===== config.mk =====
export PLATFORM = sky130hd
export DESIGN_NAME = imm_encode
export DESIGN_NICKNAME = d
export VERILOG_FILES = /design/src/rtl/imm_encode.sv
export SDC_FILE = /design/constraint.sdc
export NUM_CORES = 1
export LEC_CHECK = 0
export ABC_CLOCK_PERIOD_IN_PS = 1700
export BUFFER_PORTS_ARGS = -buffer_cell sky130_fd_sc_hd__buf_2
export CORE_MARGIN = 1.5
export CORE_UTILIZATION = 48
export CTS_CLUSTER_DIAMETER = 100
export DETAILED_ROUTE_END_ITERATION = 10
export PLACE_DENSITY = 0.86
export RECOVER_POWER = 50
export SLEW_MARGIN = 20
export SYNTH_ARGS = -nofsm -noshare
export SYNTH_HDL_FRONTEND = slang
export SYNTH_SLANG_ARGS = --single-unit

===== constraint.sdc =====
create_clock -name clk -period 1.7 [get_ports clk]
set_clock_uncertainty 0.05 [all_clocks]
set_input_delay 0.255 -clock clk [delete_from_list [all_inputs] [get_ports clk]]
set_output_delay 0.255 -clock clk [all_outputs]
set_load 0.005 [all_outputs]

===== src/rtl/imm_encode.sv =====
// Immediate encoder and li expander: packs a 32-bit immediate into the I/S/B/J/U
// fields of a template instruction, or expands li into ADDI / LUI / LUI+ADDI.
module imm_encode (
  input  logic        clk,
  input  logic        rst_n,
  input  logic        in_valid,
  output logic        in_ready,
  input  logic [2:0]  immsrc,
  input  logic [31:0] tmpl,
  input  logic [31:0] imm,
  output logic        out_valid,
  input  logic        out_ready,
  output logic [31:0] out_instr,
  output logic        out_err,
  output logic        out_last
);

  // Handshake: a transfer occurs on a rising edge where valid && ready are both 1;
  // out_instr/out_err/out_last stay stable while out_valid && !out_ready.

  typedef enum logic {IDLE = 1'b0, LI2 = 1'b1} state_t;

  localparam logic [6:0] OP_LUI  = 7'b0110111;
  localparam logic [6:0] OP_ADDI = 7'b0010011;

  state_t      state, state_next;
  logic [31:0] pend, pend_next;
  logic        valid_next, err_next, last_next;
  logic [31:0] instr_next;

  logic [31:0] enc_instr, li_addi;
  logic        enc_err, li_two;
  logic        fits12, fits13, fits21;
  logic [4:0]  rd;
  logic [11:0] lo;
  logic [19:0] hi;

  assign fits12 = (imm[31:11] == {21{imm[31]}});
  assign fits13 = (imm[31:12] == {20{imm[31]}});
  assign fits21 = (imm[31:20] == {12{imm[31]}});
  assign rd     = tmpl[11:7];
  assign lo     = imm[11:0];
  // Upper part is rounded up when lo will be sign-extended negative by ADDI.
  assign hi     = imm[31:12] + {19'd0, imm[11]};

  always_comb begin
    enc_instr = tmpl;
    enc_err   = 1'b0;
    li_two    = 1'b0;
    li_addi   = {lo, rd, 3'b000, rd, OP_ADDI};
    case (immsrc)
      3'b000: begin
        enc_instr = {imm[11:0], tmpl[19:0]};
        enc_err   = !fits12;
      end
      3'b001: begin
        enc_instr = {imm[11:5], tmpl[24:12], imm[4:0], tmpl[6:0]};
        enc_err   = !fits12;
      end
      3'b010: begin
        enc_instr = {imm[12], imm[10:5], tmpl[24:12], imm[4:1], imm[11], tmpl[6:0]};
        enc_err   = !fits13 || imm[0];
      end
      3'b011: begin
        enc_instr = {imm[20], imm[10:1], imm[11], imm[19:12], tmpl[11:0]};
        enc_err   = !fits21 || imm[0];
      end
      3'b100: begin
        enc_instr = {imm[31:12], tmpl[11:0]};
        enc_err   = (imm[11:0] != 12'd0);
      end
      3'b101: begin
        if (fits12) begin
          enc_instr = {lo, 5'd0, 3'b000, rd, OP_ADDI};
        end else if (lo == 12'd0) begin
          enc_instr = {imm[31:12], rd, OP_LUI};
        end else begin
          enc_instr = {hi, rd, OP_LUI};
          li_two    = 1'b1;
        end
      end
      default: begin
        enc_instr = tmpl;
        enc_err   = 1'b1;
      end
    endcase
  end

  assign in_ready = (state == IDLE) && (!out_valid || out_ready);

  always_comb begin
    state_next = state;
    pend_next  = pend;
    valid_next = out_valid;
    instr_next = out_instr;
    err_next   = out_err;
    last_next  = out_last;
    case (state)
      IDLE: begin
        if (in_valid && in_ready) begin
          valid_next = 1'b1;
          instr_next = enc_instr;
          err_next   = enc_err;
          last_next  = !li_two;
          if (li_two) begin
            pend_next  = li_addi;
            state_next = LI2;
          end
        end else if (out_ready) begin
          valid_next = 1'b0;
        end
      end
      LI2: begin
        if (out_valid && out_ready) begin
          valid_next = 1'b1;
          instr_next = pend;
          err_next   = 1'b0;
          last_next  = 1'b1;
          state_next = IDLE;
        end
      end
      default: state_next = IDLE;
    endcase
  end

  always_ff @(posedge clk or negedge rst_n) begin
    if (!rst_n) begin
      state     <= IDLE;
      pend      <= 32'd0;
      out_valid <= 1'b0;
      out_instr <= 32'd0;
      out_err   <= 1'b0;
      out_last  <= 1'b0;
    end else begin
      state     <= state_next;
      pend      <= pend_next;
      out_valid <= valid_next;
      out_instr <= instr_next;
      out_err   <= err_next;
      out_last  <= last_next;
    end
  end

endmodule

After elaboration in Yosys (flattened, before gate mapping) --
Cells that the tools add are included. W data, S select, Z words.
Word-level totals: bits in registers 61, latch bits 0, memory bits (writable) 0, ROM bits 0, input port bits 71, output and inout port bits 36, word-level logic and storage cells 60, memories 0
Operators by class: add/sub/neg operators 1, multipliers 0, div/mod/pow operators 0, magnitude comparators 0, equal/unequal tests 11, shift operators 0, multiplexer cells 23, bitwise gates (word level) 1, reduce and logical (&&, ||, !) cells 18
Operators with widths (number):
- $pmux W32 S6 | 1
- $mux W32 | 4
- $pmux W32 S2 | 1
- $add A20 B1 Y20 | 1
- $eq A20 B20 Y1 | 1
- $eq A19 B19 Y1 | 1
- $logic_not A12 Y1 | 1
- $mux W1 | 12
- $reduce_bool A12 Y1 | 1
- $eq A11 B11 Y1 | 1
- $pmux W1 S2 | 4
- $eq A3 B2 Y1 const B | 2
- $eq A3 B3 Y1 const B | 2
- $logic_not A1 Y1 | 5
- $pmux W1 S5 | 1
- $ne A2 B1 Y1 const B | 2
- $reduce_and A2 Y1 | 2
- $eq A3 B1 Y1 const B | 1
- $logic_and A1 B1 Y1 | 3
- $logic_not A3 Y1 | 1
- $logic_or A1 B1 Y1 | 3
- $ne A3 B2 Y1 const B | 1
- $reduce_and A3 Y1 | 1
- $reduce_or A2 Y1 | 1
- $not A1 Y1 | 1

Logic depth before layout (Yosys ltp) --
Gate-level depths: netlist of the first run.
depth after elaboration 7, depth in mapped cells 7, depth with buffers taken out 7

Worst setup path before layout of the first run --
Ideal clock, no wire load.
path type input port to flip-flop, start point input port imm[31], end point register pend[15], setup time 0.125 ns, arrival 1.849 ns, required time 1.525 ns, path slack -0.325 ns, stages 7, path buffers 2, path through buf_6 or4_4 a22oi_4 o211ai_4 and3_4 buf_6 mux2_4
Between the ends: longest elaborated chain between the ends 4
Ends and longest elaborated chain:
- from (decl) | RTL line 10 | input logic [31:0] imm,
- $eq A20 B20 Y1 | RTL line 38 | assign fits12 = (imm[31:11] == {21{imm[31]}});
- $mux W1 | RTL line 73 | if (fits12) begin
- $mux W1 | RTL line 51 | case (immsrc)
- $reduce_and A3 Y1 (no line)
- to (signal assigned) | RTL line 136 | pend <= pend_next;
- to (decl) | RTL line 27 | logic [31:0] pend, pend_next;
No other way between the ends. A chain may end at the register's enable or synchronous reset.

Worst setup path in the final report of the first run --
start point register state, end point register pend[23]
Between the ends: longest elaborated chain between the ends 4
Ends and longest elaborated chain:
- from (decl) | RTL line 26 | state_t state, state_next;
- from (signal assigned) | RTL line 135 | state <= state_next;
- $not A1 Y1 (no line) (*)
- $logic_and A1 B1 Y1 | RTL line 89 | assign in_ready = (state == IDLE) && (!out_valid || out_ready);
- $logic_and A1 B1 Y1 | RTL line 100 | if (in_valid && in_ready) begin
- $reduce_and A3 Y1 (no line) (*)
Mark *: on every way between the ends. The rest lies on a longest branch, timed or not.

==> results.tsv, run 1 <==
stage	metric	value	unit
power_and_ir_drop	power_frac_clock	0.169	
yosys	yosysWarnings	0	
cts	clk_pin_slew	0.10	ns
placement	dp_hpwl	10900	µm
grt	grt_usage	0.326	
grt	gr-total-overflow	0	
layout	layout-drive-gt1-share	0.468	
routing	drc	0	
cts	cts.sinks	54	
routing	vias	4840	
layout	synthToLayoutAreaGrowth	47.1	%
worst_setup_path	critical_path_class	reg -> reg	
worst_setup_path	worst-path-max-fanout	8	
cts	clockRootBuffer	clkbuf_8	
yosys	yosysUniqueCellTypes	61	
worst_setup_path	r2r_slack	-0.09	ns
yosys	ys_ff_latch	54	
cts	clock_path_buffers	2	
yosys	seq_area_frac_synth	0.329	
job	maxCapViolations	0	
placement	place_congestion	1.06	
power_and_ir_drop	ir_worst_vdd	0.456	mV
worst_setup_path	cp-endpoint	pend[23]	
power_and_ir_drop	power_switching	1.56	mW
timing	period_share	1.05	
layout	n_antenna_cell	0	
routing	routed_wl	15200	µm
floorplan	fp-row-count	33	
yosys	syn_avg_cell_area	8.75	µm²
floorplan	pin_count	107	
worst_setup_path	rr_endpoint	pend[23]	
layout	nNetsFinal	727	
cts	cts_tree	yes	
routing	drt_iter0_drc	642	
worst_setup_path	r2r_cells	5	
cts	numCtsBuffers	5	
grt	grt_pass1_wl	22900	µm
worst_setup_path	worst_ep_required_time	1.86	ns
placement	place_inst	737	
timing	relSlewSlack	0.496	
power_and_ir_drop	power	4.44	mW
timing	tightest_slew	0.756	ns
status	outcome	complete, but fails checks	
floorplan	die_y	95.6	µm
worst_setup_path	cp-end-kind	flop	
timing	fmax	560	MHz
power_and_ir_drop	combinationalPowerShare	0.411	
power_and_ir_drop	pwr-share-seq	0.419	
routing	via_per_inst	6.38	
floorplan	fp.dieW	95.6	µm
grt	grt_start_max_net_pins	55	
power_and_ir_drop	internal-power	2.88	mW
worst_setup_path	r2r_start	state	
floorplan	start_util	0.498	
cts	cts_htree_levels	2	
yosys	syn_area	0.00411	mm²
worst_setup_path	arrival	1.95	ns
layout	stdcell_count	759	
worst_setup_path	crit_path_start	state	
min_path	hold_path.class	in -> reg	
routing	drt_first_pass_iters	7	
timing	rsz0062_at_grt	true	
grt	grt_pass1_vias	4486	
yosys	syn-instance-count	470	
yosys	synth_edf_count	0	
placement	io_buffers	106	
worst_setup_path	critPathLaunchType	flop	
timing	setup_ws	-0.0865	ns
yosys	synthArstFlopShare	1.00	
timing	drv_slew	0	
timing	tns	-1.55	ns
floorplan	core_area	0.00826	mm²
power_and_ir_drop	p_per_area	734	mW/mm²
layout	design_area	0.00605	mm²
status	violations	negative setup slack	
grt	antenna_found_initial	0	
routing	routedWlPerCell	20.0	µm
floorplan	die_area	0.00913	mm²
yosys	synth_fp_nets	543	
timing	fin_crit	1.79	ns
routing	drtAntennaViolNets	0	
placement	placed_cell_area	0.00553	mm²
timing	setup_violations	27	
timing	finalHoldViolCount	0	
power_and_ir_drop	p_leak	2.68	nW
cts	clk_latency	0.31	ns
yosys	ys.flop_type	dfrtp_1	
power_and_ir_drop	swShare	0.352	
## kinds of logic after synthesis
| group | synth area share |
|---|---|
| DFF | 0.329 |
| AOI/OAI and AO/OA | 0.235 |
| adders and majority gates | 0.00608 |
| and+or+nand+nor | 0.229 |
| buffers and inverters | 0.0520 |
| muxes | 0.119 |
| xor gates and xnor gates | 0.0298 |
## cells in the mapped netlist (all sizes together) (4+ instances only)
master,number,area (µm²)
clkbuf,25,93.8
a21oi,27,135
and2,6,37.5
o211ai,16,134
a31oi,14,87.6
o21a,4,30.0
inv,10,37.5
o221ai,5,43.8
nor2b,6,37.5
mux2,27,368
nand4,8,50.1
and3,14,92.6
xnor2,4,35.0
buf,12,78.8
dfrtp,54,1350
nor2,21,78.8
nand2,50,188
a221oi,13,114
xor2,10,87.6
o21ai,29,145
a311oi,7,61.3
nand2b,4,25.0
or4,7,56.3
nor4,11,81.3
mux2i,10,100
nor3,10,55.1
nand3,20,105
nor3b,12,90.1
## power by group through the flow
| stage | Combinational (mW) | Sequential [mW] | Clock [mW] |
|---|---|---|---|
| finish | 1.83 | 1.86 | 0.753 |
| detailed placement | 1.60 | 1.85 | 0 |
| global placement | 1.54 | 1.83 | 0 |
| CTS | 1.71 | 1.83 | 0.728 |
| global route | 1.97 | 1.89 | 0.780 |
| floorplan | 0.819 | 1.82 | 0 |
## flip-flops by register name, indices dropped and copies added (netlist names)
register,cells
out_valid,1
state,1
pend,18
out_instr,32
out_last,1
out_err,1
## final cells by class
type                            instances  area [µm²]
Timing Repair Buffer                  212        1530
Clock inverter                          2        13.8
Clock buffer                            5        68.8
Multi-Input combinational cell        370        2920
Fill cell                             592        2210
Sequential cell                        54        1350
Tap cell                              105         131
Inverter                               11        41.3
## timing repair
action                                 CTS  global route
endpoints found under the hold margin   54             0
cloned                                   2             1
setup buffers                            5             6
hold buffers                             1             0
pin swaps                               11            16
gates resized for setup                 23            38
setup endpoints to repair               40            38
## critical path: stages (launching register included)
cell	delay (ns)
dfrtp_1	0.42
buf_6	0.14
nor3b_4	0.23
and2_4	0.23
and3_4	0.30
mux2_4	0.31
## worst min-delay path by stage
| stage | start | to | slack, ns | cells past startpoint |
|---|---|---|---|---|
| final | tmpl[3] | out_instr[3] | 0.12 | 2 |
| after global placement | rst_n | out_instr[5] | 0.22 | 2 |
| after CTS | tmpl[6] | out_instr[6] | 0.12 | 2 |
| after global routing | tmpl[6] | out_instr[6] | 0.12 | 2 |
| after detailed placement | rst_n | out_instr[10] | 0.23 | 2 |
| after floorplan | rst_n | out_err | -0.09 | 0 |
## cells in the final DEF (no fill, tap or decap), types with 5 or more instances in the layout
| cell | synthesis | routed |
|---|---|---|
| buf_2 | 3 | 105 |
| buf_4 | 0 | 82 |
| dfrtp_1 | 54 | 54 |
| nand2_1 | 50 | 48 |
| a21oi_1 | 27 | 22 |
| nor2_1 | 21 | 20 |
| nand3_1 | 19 | 18 |
| o21ai_0 | 21 | 18 |
| mux2_4 | 17 | 17 |
| o211ai_1 | 15 | 15 |
| a31oi_1 | 14 | 14 |
| o21ai_1 | 8 | 11 |
| xor2_1 | 10 | 10 |
| mux2_2 | 10 | 10 |
| mux2i_1 | 10 | 10 |
| buf_6 | 4 | 10 |
| buf_12 | 0 | 10 |
| inv_1 | 10 | 9 |
| nand4_1 | 8 | 8 |
| nor3b_1 | 12 | 8 |
| and3_1 | 13 | 8 |
| and3_4 | 1 | 7 |
| nor3_1 | 9 | 7 |
| nor4_4 | 0 | 6 |
| a221oi_1 | 13 | 6 |
| a221oi_2 | 0 | 6 |
| or4_4 | 1 | 5 |
| nor2b_1 | 6 | 5 |
| and2_1 | 6 | 5 |
| o221ai_1 | 5 | 5 |
| clkbuf_8 | 0 | 5 |
## stage by stage
stage	hold WS [ns]	util	setup WS [ns]
after floorplan	-0.0906	-	-0.237
after global placement	0.223	0.669	-0.313
after detailed placement	0.225	0.669	-0.357
after CTS	0.124	0.702	-0.0607
after global routing	0.117	0.733	-0.115
final	0.120	0.733	-0.0865
## metal layers
| layer | GRT usage | share of wire | vias up |
|---|---|---|---|
| li1 | - | - | 2157 |
| met1 | 0.438 | 0.39 | 2282 |
| met2 | 0.531 | 0.48 | 348 |
| met3 | 0.0606 | 0.11 | 53 |
| met4 | 0.0980 | 0.023 | 0 |
| met5 | 0 | 0 | - |
Note: power is estimated with default switching activity, not from simulation.
==> run 2, diff against run 1 <==
- SETUP_SLACK_MARGIN: not set -> 0.3
- SKIP_LAST_GASP: not set -> 1
==> run 2 against run 1 <==
The flow still finishes with violations (negative setup slack). Clock-buffer cell count increased by 1. Routed wire length rose by 3.6%. Core utilization increased by 2.2 points. Sequential cell count is the same. Critical path type unchanged. Critical endpoint is now pend[17]. Highest routed layer unchanged.
==> results.tsv, run 2 (synthesized netlist as in run 1, its figures left out) <==
stage	metric	value	unit
timing	fin_crit	1.82	ns
cts	cts_tree	yes	
layout	nNetsFinal	747	
timing	drv_slew	0	
floorplan	fp.dieW	95.6	µm
status	violations	negative setup slack	
layout	nFillCells	564	
timing	setup_violations	29	
grt	antenna_found_initial	0	
job	maxCapViolations	0	
floorplan	start_util	0.498	
min_path	hold_depth	2	
placement	dp_hpwl	11000	µm
cts	clk_latency	0.32	ns
timing	hold_slack	0.104	ns
worst_setup_path	r2r_slack	-0.12	ns
layout	stdcell_count	780	
floorplan	die_area	0.00913	mm²
grt	grt_start_max_net_pins	55	
timing	fmax	549	MHz
cts	cts.sinks	54	
layout	synthToLayoutAreaGrowth	51.5	%
cts	clk_pin_slew	0.11	ns
worst_setup_path	arrival	1.98	ns
grt	grt_pass1_vias	4607	
layout	largest_register_ffs	32	
routing	routed_wl	15700	µm
worst_setup_path	slowest_stage	dfrtp_1	
placement	pre_cts_slack	-0.413	ns
layout	n_antenna_cell	0	
grt	grt_usage	0.344	
floorplan	die_y	95.6	µm
grt	grt_pass1_wl	23800	µm
worst_setup_path	worst_ep_required_time	1.86	ns
placement	place_congestion	0.986	
status	outcome	complete, but fails checks	
floorplan	fp-row-count	33	
worst_setup_path	crit_path_max_incr_delay	0.40	ns
layout	layout_commonest_cell	buf_4	
worst_setup_path	worst-path-max-fanout	5	
routing	via_per_inst	6.33	
layout	largestRegisters	out_instr (32), pend (18)	
timing	period_share	1.07	
floorplan	core_area	0.00826	mm²
timing	tns	-2.06	ns
layout	design_area	0.00623	mm²
timing	relSlewSlack	0.482	
worst_setup_path	r2r_cells	5	
layout	layout_common_cells	buf_4, buf_2, dfrtp_1	
worst_setup_path	critical_path_class	reg -> reg	
placement	placed_cell_area	0.00564	mm²
cts	numCtsBuffers	5	
timing	finalHoldViolCount	0	
placement	io_buffers	106	
floorplan	pin_count	107	
worst_setup_path	cp-end-kind	flop	
power_and_ir_drop	ir_worst_vdd	0.413	mV
worst_setup_path	critPathLaunchType	flop	
layout	top_register	out_instr	
timing	tightest_slew	0.776	ns
min_path	hold_path.class	in -> reg	
layout	layout-drive-gt1-share	0.496	
grt	gr-total-overflow	0	
layout	post-route-util	0.755	
routing	drc	0	
worst_setup_path	crit_path_cell_trace	nor2b_4, nor3b_4, and2_4, and3_4, mux2_4	
power_and_ir_drop	p_leak	2.80	nW
power_and_ir_drop	power	4.56	mW
cts	cts_htree_levels	2	
power_and_ir_drop	p_per_area	732	mW/mm²
timing	setup_ws	-0.120	ns
placement	place_inst	750	
cts	clockRootBuffer	clkbuf_8	
routing	drtAntennaViolNets	0	
routing	drt_iter0_drc	428	
timing	rsz0062_at_grt	true	
routing	routedWlPerCell	20.1	µm
routing	vias	4939	
cts	clock_path_buffers	2	
routing	drt_first_pass_iters	5	
[run 2: cell types whose count changed in the layout (fill, tap and decap cells not counted), sizes merged]
| cell | before | now |
|---|---|---|
| and3 | 16 | 17 |
| buf | 209 | 228 |
| clkbuf | 7 | 8 |
| clkinv | 2 | 1 |
| clkinvlp | 0 | 1 |
[run 2: final timing paths]
check,startpoint,to
max in group asynchronous,rst_n,state
worst min register to register,out_instr[14],out_instr[14]
min in group asynchronous,rst_n,out_instr[9]
worst max-delay path,out_valid,pend[17]
worst min-delay path,tmpl[6],out_instr[6]
worst max register to register,out_valid,pend[17]
[run 2: layout make-up]
cell class	instances	area [µm²]	area share
multi-input combinational	371	2970	0.476
timing repair buffer	231	1640	0.263
sequential	54	1350	0.217
tap	105	131	0.0211
clock buffer	6	82.6	0.0133
inverter	11	41.3	0.00663
clock inverter	2	16.3	0.00261
[run 2: critical path, delay by kind of cell, from the launching register on]
kind	cells	cell delay, ns
flops	1	0.40
mux	1	0.32
simple gates	4	0.95
[run 2: repair_timing]
item / in CTS / in global routing
resized for setup: 52 / 23
buffers inserted: 13 / 3
endpoints found under the hold margin: 54 / 0
setup endpoints to repair: 54 / 54
gates cloned: 4 / 1
pin swaps: 10 / 3
hold buffers: 1 / 0
[run 2: layer usage]
metal,up-vias,routed length (µm),track usage
li1,2197,-,-
met1,2355,6180,0.459
met2,334,7460,0.561
met3,53,1550,0.0486
met4,0,527,0.130
met5,-,0,0
[run 2: power by group]
group	switching [mW]	internal, mW	total, mW
Combinational	0.867	1.00	1.87
Clock	0.500	0.338	0.838
Sequential	0.237	1.62	1.86
Total	1.60	2.96	4.56
==> run 3, diff against run 2 <==
- RECOVER_POWER: 50 -> not set
==> run 3 against run 2 <==
The run still ends with negative setup slack left. Clock-buffer cell count stayed put. Die area stayed put. Final area is 0.20% higher. Sequential power hardly changed. Critical path depth stayed put. Worst setup slack better by 0.0052 ns. Sequential share of layout area hardly changed. Largest cell class unchanged.
==> results.tsv, run 3 (synthesized netlist as in run 1, its figures left out) <==
stage	metric	value	unit
power_and_ir_drop	p_leak	2.80	nW
layout	layout_commonest_cell	buf_4	
layout	n_antenna_cell	0	
job	maxCapViolations	0	
layout	top_register	out_instr	
worst_setup_path	cp_top_family	simple AND/OR/NAND/NOR gates	
layout	design_area	0.00624	mm²
grt	grt_start_max_net_pins	55	
power_and_ir_drop	ir_worst_vdd	0.413	mV
cts	clk_pin_slew	0.11	ns
routing	drt_iter0_drc	428	
routing	drc	0	
timing	finalHoldViolCount	0	
routing	drtAntennaViolNets	0	
floorplan	fp.dieW	95.6	µm
floorplan	die_area	0.00913	mm²
grt	antenna_found_initial	0	
floorplan	die_y	95.6	µm
placement	dp_hpwl	11000	µm
timing	tightest_slew	0.345	ns
routing	routedWlPerCell	20.1	µm
placement	io_buffers	106	
timing	period_share	1.07	
floorplan	start_util	0.498	
grt	grt_usage	0.344	
worst_setup_path	crit_buf_inv	0	
layout	nNetsFinal	747	
placement	placed_cell_area	0.00564	mm²
timing	fmax	551	MHz
routing	via_per_inst	6.33	
routing	routed_wl	15700	µm
cts	cts_tree	yes	
worst_setup_path	worst_ep_required_time	1.86	ns
routing	drt_first_pass_iters	5	
layout	layout_common_cells	buf_4, buf_2, dfrtp_1	
timing	drv_slew	0	
worst_setup_path	worst-path-max-fanout	5	
worst_setup_path	crit_path_cell_trace	nor2b_4, nor3b_4, and2_4, and3_4, mux2_4	
min_path	hold_path.class	in -> reg	
cts	numCtsBuffers	5	
cts	cts_htree_levels	2	
floorplan	fp-row-count	33	
worst_setup_path	crit_path_max_incr_delay	0.40	ns
timing	setup_ws	-0.115	ns
layout	layout-drive-gt1-share	0.496	
power_and_ir_drop	p_per_area	731	mW/mm²
timing	relSlewSlack	0.768	
cts	clockRootBuffer	clkbuf_8	
floorplan	core_area	0.00826	mm²
cts	clock_path_buffers	2	
worst_setup_path	slowest_stage	dfrtp_1	
cts	cts.sinks	54	
worst_setup_path	cp-end-kind	flop	
status	violations	negative setup slack	
power_and_ir_drop	power	4.57	mW
routing	vias	4939	
worst_setup_path	arrival	1.98	ns
layout	largest_register_ffs	32	
layout	largestRegisters	out_instr (32), pend (18)	
timing	tns	-1.95	ns
layout	synthToLayoutAreaGrowth	51.8	%
status	outcome	complete, but fails checks	
worst_setup_path	critical_path_class	reg -> reg	
layout	nFillCells	562	
timing	fin_crit	1.82	ns
grt	gr-total-overflow	0	
grt	grt_pass1_vias	4607	
timing	rsz0062_at_grt	true	
cts	clk_latency	0.32	ns
placement	place_congestion	0.986	
worst_setup_path	critPathLaunchType	flop	
floorplan	pin_count	107	
grt	grt_pass1_wl	23800	µm
timing	setup_violations	29	
run 3: cell count changes in the layout (fill, tap and decap cells not counted), sizes merged:
| cell | previous run | this run |
|---|---|---|
| clkbuf | 8 | 7 |
| buf | 228 | 229 |
run 3: through the flow:
| stage | hold slack [ns] | worst slack, ns | std cells | util |
|---|---|---|---|---|
| floorplan | -0.0906 | -0.236 | 470 | - |
| global placement | 0.222 | -0.321 | 750 | 0.683 |
| detailed placement | 0.226 | -0.413 | 750 | 0.683 |
| CTS | 0.110 | -0.0676 | 776 | 0.740 |
| global route | 0.114 | -0.120 | 780 | 0.756 |
| finish | 0.106 | -0.115 | 780 | 0.756 |
run 3: layout make-up:
cell class / instances / area [µm²] / area share
multi-input combinational: 371 / 2970 / 0.475
timing repair buffer: 231 / 1650 / 0.265
sequential: 54 / 1350 / 0.217
tap: 105 / 131 / 0.0210
clock buffer: 6 / 82.6 / 0.0132
inverter: 11 / 41.3 / 0.00661
clock inverter: 2 / 16.3 / 0.00261
run 3: path summary, 6_finish.rpt:
path,from,to,slack (ns),cells after the start
setup / recovery,out_valid,pend[17],-0.12,5
hold / removal,tmpl[6],out_instr[6],0.11,2
setup reg to reg,out_valid,pend[17],-0.12,5
hold reg to reg,out_instr[14],out_instr[14],0.45,2
max in group asynchronous,rst_n,state,0.92,3
min in group asynchronous,rst_n,out_instr[9],0.40,3
run 3: repair_timing:
action / 4_1_cts / 5_1_grt
hold buffers: 1 / 0
cloned: 4 / 1
buffers inserted: 13 / 3
endpoints found under the hold margin: 54 / 0
endpoints found under the setup margin: 54 / 54
pin swaps: 10 / 3
resized for setup: 52 / 23
run 3: per-layer routing:
metal,up-vias,track usage,part of all wire
met1,2361,0.459,0.39
li1,2197,-,-
met2,326,0.561,0.48
met5,-,0,0
met3,55,0.0486,0.10
met4,0,0.130,0.034
run 3: power by group:
| group | internal [mW] | switching, mW | total (mW) | leakage, nW |
|---|---|---|---|---|
| combinational | 1.00 | 0.868 | 1.87 | 2.11 |
| sequential | 1.62 | 0.237 | 1.86 | 0.650 |
| clock | 0.338 | 0.500 | 0.838 | 0.0478 |
